File: config.mk
export PLATFORM = sky130hd
export DESIGN_NAME = reg_dump_engine_flat
export DESIGN_NICKNAME = d
export VERILOG_FILES = /design/src/rtl/reg_dump_engine_if.sv /design/src/rtl/reg_dump_engine.sv /design/src/flat_wrapper.sv
export SDC_FILE = /design/constraint.sdc
export NUM_CORES = 1
export LEC_CHECK = 0
export CELL_PAD_IN_SITES_DETAIL_PLACEMENT = 2
export CELL_PAD_IN_SITES_GLOBAL_PLACEMENT = 2
export CORE_UTILIZATION = 29
export DETAILED_ROUTE_END_ITERATION = 10
export GPL_TIMING_DRIVEN = 0
export PLACE_DENSITY = 0.88
export REMOVE_ABC_BUFFERS = 1
export SLEW_MARGIN = 20
export SYNTH_ARGS = -nofsm -noshare
export SYNTH_HDL_FRONTEND = slang
export SYNTH_SLANG_ARGS = --single-unit
File: constraint.sdc
create_clock -name clk -period 2.4 [get_ports clk]
set_input_delay 0.24 -clock clk [delete_from_list [all_inputs] [get_ports clk]]
set_output_delay 0.24 -clock clk [all_outputs]
set_load 0.03 [all_outputs]
File: src/rtl/reg_dump_engine_if.sv
// Register-dump bus: start/abort control, register-file debug read port
// and the text-buffer write port.
interface reg_dump_engine_if #(
  parameter int WORD_SIZE = 32,
  parameter int NUM_REGS  = 32,
  parameter int ADDR_W    = 13
);
  localparam int REG_AW = $clog2(NUM_REGS);

  logic                 start;
  logic                 abort;
  logic [REG_AW-1:0]    first_reg;
  logic [REG_AW-1:0]    last_reg;
  logic [REG_AW-1:0]    reg_addr;
  logic [WORD_SIZE-1:0] reg_data;
  logic                 ascii_write_en;
  logic [ADDR_W-1:0]    ascii_write_address;
  logic [31:0]          ascii_input;
  logic                 busy;
  logic                 done;

  modport master (
    input  start,
    input  abort,
    input  first_reg,
    input  last_reg,
    input  reg_data,
    output reg_addr,
    output ascii_write_en,
    output ascii_write_address,
    output ascii_input,
    output busy,
    output done
  );

  modport slave (
    output start,
    output abort,
    output first_reg,
    output last_reg,
    output reg_data,
    input  reg_addr,
    input  ascii_write_en,
    input  ascii_write_address,
    input  ascii_input,
    input  busy,
    input  done
  );
endinterface

File: src/rtl/reg_dump_engine.sv
// Walks a register range and writes each word as hex text,
// one row per register, into a character buffer.
module reg_dump_engine #(
  parameter int WORD_SIZE  = 32,
  parameter int NUM_REGS   = 32,
  parameter int ROW_STRIDE = 80,
  parameter int COL_OFFSET = 0,
  parameter int ADDR_W     = 13
) (
  input logic               clk,
  input logic               rst,
  reg_dump_engine_if.master bus
);
  localparam int DIGITS = WORD_SIZE / 4;
  localparam int REG_AW = $clog2(NUM_REGS);
  localparam int DW     = $clog2(DIGITS + 1);

  typedef enum logic [2:0] {
    IDLE,
    READ,
    LATCH,
    EMIT,
    NEXT,
    FIN
  } state_e;

  state_e               state_q, state_d;
  logic [REG_AW-1:0]    cur_q, cur_d;
  logic [REG_AW-1:0]    last_q, last_d;
  logic [REG_AW-1:0]    raddr_q, raddr_d;
  logic [DW-1:0]        d_q, d_d;
  logic [WORD_SIZE-1:0] sh_q, sh_d;
  logic [ADDR_W-1:0]    wa_q, wa_d;
  logic [31:0]          wd_q, wd_d;

  logic [ADDR_W-1:0]    live_addr;
  logic [31:0]          live_data;
  logic [3:0]           nib;
  logic [7:0]           chr;
  logic                 emit;
  logic                 last_dig;
  logic                 at_top;

  assign nib = sh_q[WORD_SIZE-1 -: 4];
  assign chr = (nib < 4'd10) ? (8'h30 + {4'h0, nib})
                             : (8'h37 + {4'h0, nib});
  assign live_data = {chr, 24'hFF_FFFF};

  // Modular arithmetic in ADDR_W bits gives the buffer wrap for free
  assign live_addr = ADDR_W'(cur_q) * ADDR_W'(ROW_STRIDE)
                   + ADDR_W'(COL_OFFSET)
                   + ADDR_W'(d_q);

  assign last_dig = (d_q == DW'(DIGITS - 1));
  assign at_top   = (cur_q == REG_AW'(NUM_REGS - 1));
  assign emit     = (state_q == EMIT) && !bus.abort;

  always_comb begin
    state_d = state_q;
    cur_d   = cur_q;
    last_d  = last_q;
    raddr_d = raddr_q;
    d_d     = d_q;
    sh_d    = sh_q;
    wa_d    = wa_q;
    wd_d    = wd_q;
    unique case (state_q)
      IDLE: begin
        if (bus.start && !bus.abort) begin
          cur_d   = bus.first_reg;
          last_d  = bus.last_reg;
          state_d = READ;
        end
      end
      READ: begin
        raddr_d = cur_q;
        state_d = LATCH;
      end
      LATCH: begin
        sh_d    = bus.reg_data;
        d_d     = '0;
        state_d = EMIT;
      end
      EMIT: begin
        wa_d = live_addr;
        wd_d = live_data;
        sh_d = sh_q << 4;
        d_d  = d_q + DW'(1);
        if (last_dig) begin
          state_d = (cur_q == last_q) ? FIN : NEXT;
        end
      end
      NEXT: begin
        cur_d   = at_top ? '0 : cur_q + REG_AW'(1);
        state_d = READ;
      end
      FIN: begin
        state_d = IDLE;
      end
      default: begin
        state_d = IDLE;
      end
    endcase
    // Abort cancels the strobe of the current cycle as well
    if (bus.abort && state_q != IDLE) begin
      state_d = IDLE;
      wa_d    = wa_q;
      wd_d    = wd_q;
    end
  end

  always_ff @(posedge clk) begin
    if (!rst) begin
      state_q <= IDLE;
      cur_q   <= '0;
      last_q  <= '0;
      raddr_q <= '0;
      d_q     <= '0;
      sh_q    <= '0;
      wa_q    <= '0;
      wd_q    <= '0;
    end else begin
      state_q <= state_d;
      cur_q   <= cur_d;
      last_q  <= last_d;
      raddr_q <= raddr_d;
      d_q     <= d_d;
      sh_q    <= sh_d;
      wa_q    <= wa_d;
      wd_q    <= wd_d;
    end
  end

  assign bus.reg_addr            = raddr_q;
  assign bus.ascii_write_en      = emit;
  assign bus.ascii_write_address = emit ? live_addr : wa_q;
  assign bus.ascii_input         = emit ? live_data : wd_q;
  assign bus.busy = (state_q == READ) || (state_q == LATCH) ||
                    (state_q == EMIT) || (state_q == NEXT);
  assign bus.done = (state_q == FIN) && !bus.abort;
endmodule

File: src/flat_wrapper.sv
// flat-port wrapper written by rule: the top's interface ports become plain ports
module reg_dump_engine_flat 
#(
  parameter int WORD_SIZE  = 32,
  parameter int NUM_REGS   = 32,
  parameter int ROW_STRIDE = 80,
  parameter int COL_OFFSET = 0,
  parameter int ADDR_W     = 13
)
  (clk, rst, bus_start, bus_abort, bus_first_reg, bus_last_reg, bus_reg_data, bus_reg_addr, bus_ascii_write_en, bus_ascii_write_address, bus_ascii_input, bus_busy, bus_done);
  reg_dump_engine_if #(.WORD_SIZE(WORD_SIZE), .NUM_REGS(NUM_REGS), .ADDR_W(ADDR_W)) bus_i ();
  input logic clk;
  input logic rst;
  input wire logic [$bits(bus_i.start)-1:0] bus_start;
  input wire logic [$bits(bus_i.abort)-1:0] bus_abort;
  input wire logic [$bits(bus_i.first_reg)-1:0] bus_first_reg;
  input wire logic [$bits(bus_i.last_reg)-1:0] bus_last_reg;
  input wire logic [$bits(bus_i.reg_data)-1:0] bus_reg_data;
  output wire logic [$bits(bus_i.reg_addr)-1:0] bus_reg_addr;
  output wire logic [$bits(bus_i.ascii_write_en)-1:0] bus_ascii_write_en;
  output wire logic [$bits(bus_i.ascii_write_address)-1:0] bus_ascii_write_address;
  output wire logic [$bits(bus_i.ascii_input)-1:0] bus_ascii_input;
  output wire logic [$bits(bus_i.busy)-1:0] bus_busy;
  output wire logic [$bits(bus_i.done)-1:0] bus_done;
  assign bus_i.start = bus_start;
  assign bus_i.abort = bus_abort;
  assign bus_i.first_reg = bus_first_reg;
  assign bus_i.last_reg = bus_last_reg;
  assign bus_i.reg_data = bus_reg_data;
  assign bus_reg_addr = bus_i.reg_addr;
  assign bus_ascii_write_en = bus_i.ascii_write_en;
  assign bus_ascii_write_address = bus_i.ascii_write_address;
  assign bus_ascii_input = bus_i.ascii_input;
  assign bus_busy = bus_i.busy;
  assign bus_done = bus_i.done;
  reg_dump_engine #(.WORD_SIZE(WORD_SIZE), .NUM_REGS(NUM_REGS), .ROW_STRIDE(ROW_STRIDE), .COL_OFFSET(COL_OFFSET), .ADDR_W(ADDR_W)) u_core (.clk(clk), .rst(rst), .bus(bus_i));
endmodule
# Yosys cells after proc, flatten, opt, wreduce, memory -nomap -nowiden

Cells that the tools add are included.

$add $sub $neg: 5
Multiply operators: 1
Magnitude comparators: 1
Equal/unequal tests: 10
Muxes and demuxes: 12
Bitwise operators: 2
Reduce and logical (&&, ||, !) cells: 17

Operator list:

| kind                                                 | count |
|---|---|
| case mux 32 bit (2 select lines)                     | 1 |
| 2-to-1 mux 32 bit                                    | 1 |
| case mux 3 bit (5 select lines)                      | 1 |
| adder 6 x 4 -> 7 bit (first input constant)          | 2 |
| adder 12 x 4 -> 13 bit                               | 1 |
| 2-to-1 mux 13 bit                                    | 1 |
| 2-to-1 mux 5 bit                                     | 2 |
| case mux 5 bit (2 select lines)                      | 1 |
| multiplier 5 x 3 -> 8 bit (second input constant)    | 1 |
| 2-to-1 mux 8 bit                                     | 1 |
| case mux 4 bit (2 select lines)                      | 1 |
| AND reduction 2 bit                                  | 4 |
| equality test 3 x 2 -> 1 bit (second input constant) | 2 |
| equality test 3 bit (second input constant)          | 2 |
| 2-to-1 mux 3 bit                                     | 2 |
| adder 5 x 1 -> 5 bit (second input constant)         | 1 |
| equality test 5 bit                                  | 1 |
| equality test 5 bit (second input constant)          | 1 |
| adder 4 x 1 -> 4 bit (second input constant)         | 1 |
| equality test 4 x 3 -> 1 bit (second input constant) | 1 |
| logical AND 1 bit                                    | 4 |
| less-than comparator 4 bit (second input constant)   | 1 |
| != test 2 x 1 -> 1 bit (second input constant)       | 2 |
| nonzero test 2 bit                                   | 2 |
| 8 further kinds                                      | 11 |

Register bits after elaboration: 99
Output and inout port bits: 53
Word-level logic and storage cells: 56

# Depth between registers and ports, before layout

Depth after elaboration: 4
Gate-level depth with buffers: 8

# Worst setup path before layout

OpenSTA, ideal clock, no wires.

Path type: register -> register
Start: reg u_core.cur_q[3]
End: reg u_core.wa_q[11]
Arrival: 2,079 ps
Path slack: 260 ps
Cell stages (with the launch flop): 9
Buffers on the path: 0
Period minus slack after synthesis: 2,140 ps
Cell sequence: dfxtp_1 ha_1 ha_1 inv_1 fa_1 nor2b_1 o21ai_0 o21ai_1 and2_1

Longest elaborated chain between the ends: 2

Ends and longest elaborated chain:

| element                   | RTL line               | text |
|---|---|---|
| start: declaration        | reg_dump_engine.sv:28  | `logic [REG_AW-1:0] cur_q, cur_d;` |
| start signal: assignment  | reg_dump_engine.sv:124 | `cur_q <= cur_d;` |
| multiplier 5 x 3 -> 8 bit | reg_dump_engine.sv:50  | `assign live_addr = ADDR_W'(cur_q) * ADDR_W'(ROW_STRIDE)` |
| adder 12 x 4 -> 13 bit    | reg_dump_engine.sv:52  | `+ ADDR_W'(d_q);` |
| end signal: assignment    | reg_dump_engine.sv:129 | `wa_q <= wa_d;` |
| end: declaration          | reg_dump_engine.sv:33  | `logic [ADDR_W-1:0] wa_q, wa_d;` |

Every way passes these cells.
A chain may end at the register's enable or synchronous reset.

# Worst setup path in the final report

Start: reg u_core.cur_q[3]
End: out bus_ascii_write_address[11]

Longest elaborated chain between the ends: 3

Ends and longest elaborated chain:

| element                   | RTL line               | text |
|---|---|---|
| multiplier 5 x 3 -> 8 bit | reg_dump_engine.sv:50  |  |
| adder 12 x 4 -> 13 bit    | reg_dump_engine.sv:52  |  |
| 2-to-1 mux 13 bit         | reg_dump_engine.sv:136 | `assign bus.ascii_write_address = emit ? live_addr : wa_q;` |
| end: declaration          | flat_wrapper.sv:21     | `output wire logic [$bits(bus_i.ascii_write_address)-1:0] bus_ascii_write_address;` |

Every way passes these cells.

==> key figures <==
Timing
  – Period utilisation layout: 98.6%
  – Hold Fails Final Rpt: 0
  – Final Max Slew Viols: 0
  – Final Hold Slack: ~460 ps
  – Skew final: 7.55 ps
  – Rel. slew slack: 54.8%
  – Setup violations, final: 0
  – Unrepaired setup endpoints after global routing: true
  – Fmax: between 0.4 and 0.5 GHz
  – Minimum clock period: 2370 ps
  – Worst-Margin Slew: approximately 680 ps

Critical path
  – Critical Path Source Type: register
  – Critical-path top delay cell: fa_2
  – CP peak stage delay: 390 ps
  – Buf/Inv on CP: 2
  – Arr. time, crit path: between 2000 and 2500 ps
  – WS Path Type: reg -> out
  – Worst path required time: 2160 ps
  – Crit path max fanout: 2
  – Ordered list of cells on the worst path: ha_4 -> ha_2 -> inv_1 -> fa_2 -> nor2b_2 -> o21ai_0 -> o21ai_1 -> buf_4
  – Crit path max-delay family: adder cells
  – CP Capture Type: output pin

Power and ir drop
  – Leakage: 2.43 nW
  – Peak VDD IR: ~0.00035 V
  – Pwr Density: around 900 nW/µm²

Die
  – Die Area: ~13000 µm²
  – Initial core utilization: 29.8%
  – Rows: 41
  – Core area: ~13000 µm²
  – Num ports: 99
  – Die width: 116 µm
  – Chip height: 116 µm

Yosys
  – Synth warnings: 0
  – Top cells by area, synth: dfxtp_1 39%, mux2i_1 10%, nand2_1 7.8%, o211a_1 6.6%, buf_4 5.0%
  – Dominant cell type by area after synthesis: dfxtp_1
  – Unique masters post-synth: 49
  – Post-synth top area share: 39.3%
  – Synth Area per Inst: 8.96 µm²
  – Mapped cell area: 3770 µm²
  – Cells after synthesis: 421
  – FF+latch count, synth: between 70 and 80
  – Seq/Total Area, Yosys: around 40%

Global routing
  – Met2 GRT Util: 34.4%
  – Largest net degree at the start of global routing: 74
  – Global-route wire length before repair: 18.1 mm
  – Global route overflow: 0
  – GRT Util Overall: 18.1%
  – Vias in the first global route: roughly 3500
  – Met3 Track Usage GR: about 5.1%
  – GR peak layer: met2
  – Grt met1 use: approximately a fifth
  – Initial antenna violation count: 0

Status
  – Outcome: finished, final reports clean

Finish
  – Syn-to-layout area delta: 35.6%
  – Commonest non-fill, non-tap cells in the layout: 78 x nand2_1, 66 x dfxtp_1, 51 x clkdlybuf4s50_1, 38 x mux2i_1, 38 x dlygate4sd2_1
  – N_diodes: 0
  – Reg area: 1510 µm²
  – Share of layout cells above drive strength 1: 12.2%
  – Commonest non-fill, non-tap cell in the layout: nand2_1
  – Fillers: 1416
  – Nets: 544
  – Multi-input logic area: 2040 µm²
  – Cell area after layout: 5110 µm²

CTS
  – Max H-tree Level: 3
  – Hold buffers post-CTS: 0
  – Clock transition at path regs: roughly 60 ps
  – CTS tree: done
  – Root Buffer: clkbuf_16
  – CTS Buf Count: 9
  – Clock Path Buffers: 2
  – CTS sink cnt: 74
  – Worst-Skew Late Latency: about 350 ps

Routing
  – Wirelength per Cell: ~17 µm
  – Router iterations before antenna repair: 4
  – DRC errors left: 0
  – Final WL: 11.5 mm
  – Initial DRC Count: 56
  – Remaining antenna violation count: 0
  – Routed vias/inst: 4.84
  – Vias: approximately 3200

Place
  – Detail Placement HPWL: 7.27 mm
  – Routability congestion estimate: 0.761
  – Placed inst area: ~4700 µm²
  – Number of port buffers: 96

Flow run
  – Max_cap viols: 0

Worst hold path
  – Hold crit path type: reg -> reg
==> kinds of logic after synthesis <==
kind of cell	share of synthesized area, %
adder cells (fa/ha/maj)	3.85
other	0.0994
buffers and inverters	9.59
AO/OA/AOI/OAI	14.8
multiplexers	10.1
XOR/XNOR	1.86
flip-flops	39.3
AND/OR/NAND/NOR	20.5
==> synthesized netlist by cell type (all sizes together) <==
cell	count
nand2	78
dfxtp	74
buf	39
mux2i	38
o211a	25
and2	22
nor2b	17
o21ai	16
clkbuf	14
inv	11
ha	10
a21oi	9
nor2	7
a21boi	6
nand3	5
nand3b	5
and3	4
xnor2	4
xor2	4
nor3	3
nor3b	3
o211ai	3
o21a	3
a21o	2
nand2b	2
nor4	2
a211oi	1
a221o	1
a22oi	1
a311oi	1
a31oi	1
and4b	1
conb	1
fa	1
nand4bb	1
nor4b	1
o2111a	1
o2111ai	1
o31ai	1
o41ai	1
or4b	1
==> area by class of cell <==
| class | count | area share [%] |
|---|---|---|
| Sequential cell | 74 | 29.5 |
| Clock inverter | 7 | 1.35 |
| Tap cell | 172 | 4.21 |
| Multi-Input combinational cell | 285 | 39.9 |
| Clock buffer | 9 | 4.41 |
| Inverter | 11 | 0.857 |
| Timing Repair Buffer | 106 | 19.8 |
==> worst min-delay path, cell delays in order, from the launching register on <==
cell and delay [ps]:
dfxtp_1 310, nand2_1 50, a21boi_1 50
==> routing by layer <==
layer / vias up / wire [µm]
met3: 16 / 540
met4: 0 / 162
li1: 1550 / -
met1: 1569 / 4610
met5: - / 0
met2: 76 / 6150
==> where the power goes <==
group          internal, mW  switching (mW)
registers              1.47           0.238
logic                 0.632           0.789
clock network         0.801           0.548
==> per-stage QoR <==
step	utilization, %	power, mW	instances	worst slack (ps)	TNS (ps)
6_report	40.3	4.47	664	34.5	0
5_1_grt	40.3	4.73	664	-87.6	-91.0
4_1_cts	39.9	4.53	662	-64.4	-77.7
3_5_place_dp	36.8	3.08	638	-1300	-53410
3_3_place_gp	36.5	3.00	637	-3180	-249880
2_1_floorplan	-	2.54	369	-5670	-195580
==> registers in the layout (all words and copies together) (netlist names) <==
name	count
u_core.wa_q	12
u_core.cur_q	5
u_core.d_q	4
u_core.sh_q	32
u_core.wd_q	8
u_core.state_q	3
u_core.last_q	5
u_core.bus.reg_addr	5
==> final timing paths <==
kind | startpoint | endpoint | slack, ps | cells past startpoint
max | u_core.cur_q[3] | bus_ascii_write_address[11] | 30 | 8
min | u_core.sh_q[2] | u_core.sh_q[2] | 460 | 2
max reg2reg | u_core.cur_q[1] | u_core.cur_q[2] | 260 | 8
min reg2reg | u_core.sh_q[2] | u_core.sh_q[2] | 460 | 2
==> timing repair <==
action	4_1_cts	5_1_grt
gates resized for setup	83	11
endpoints found under the setup margin	64	12
setup buffers	7	2
pin swaps	3	4
cloned	1	0
Note: power is estimated with default switching activity, not from simulation.
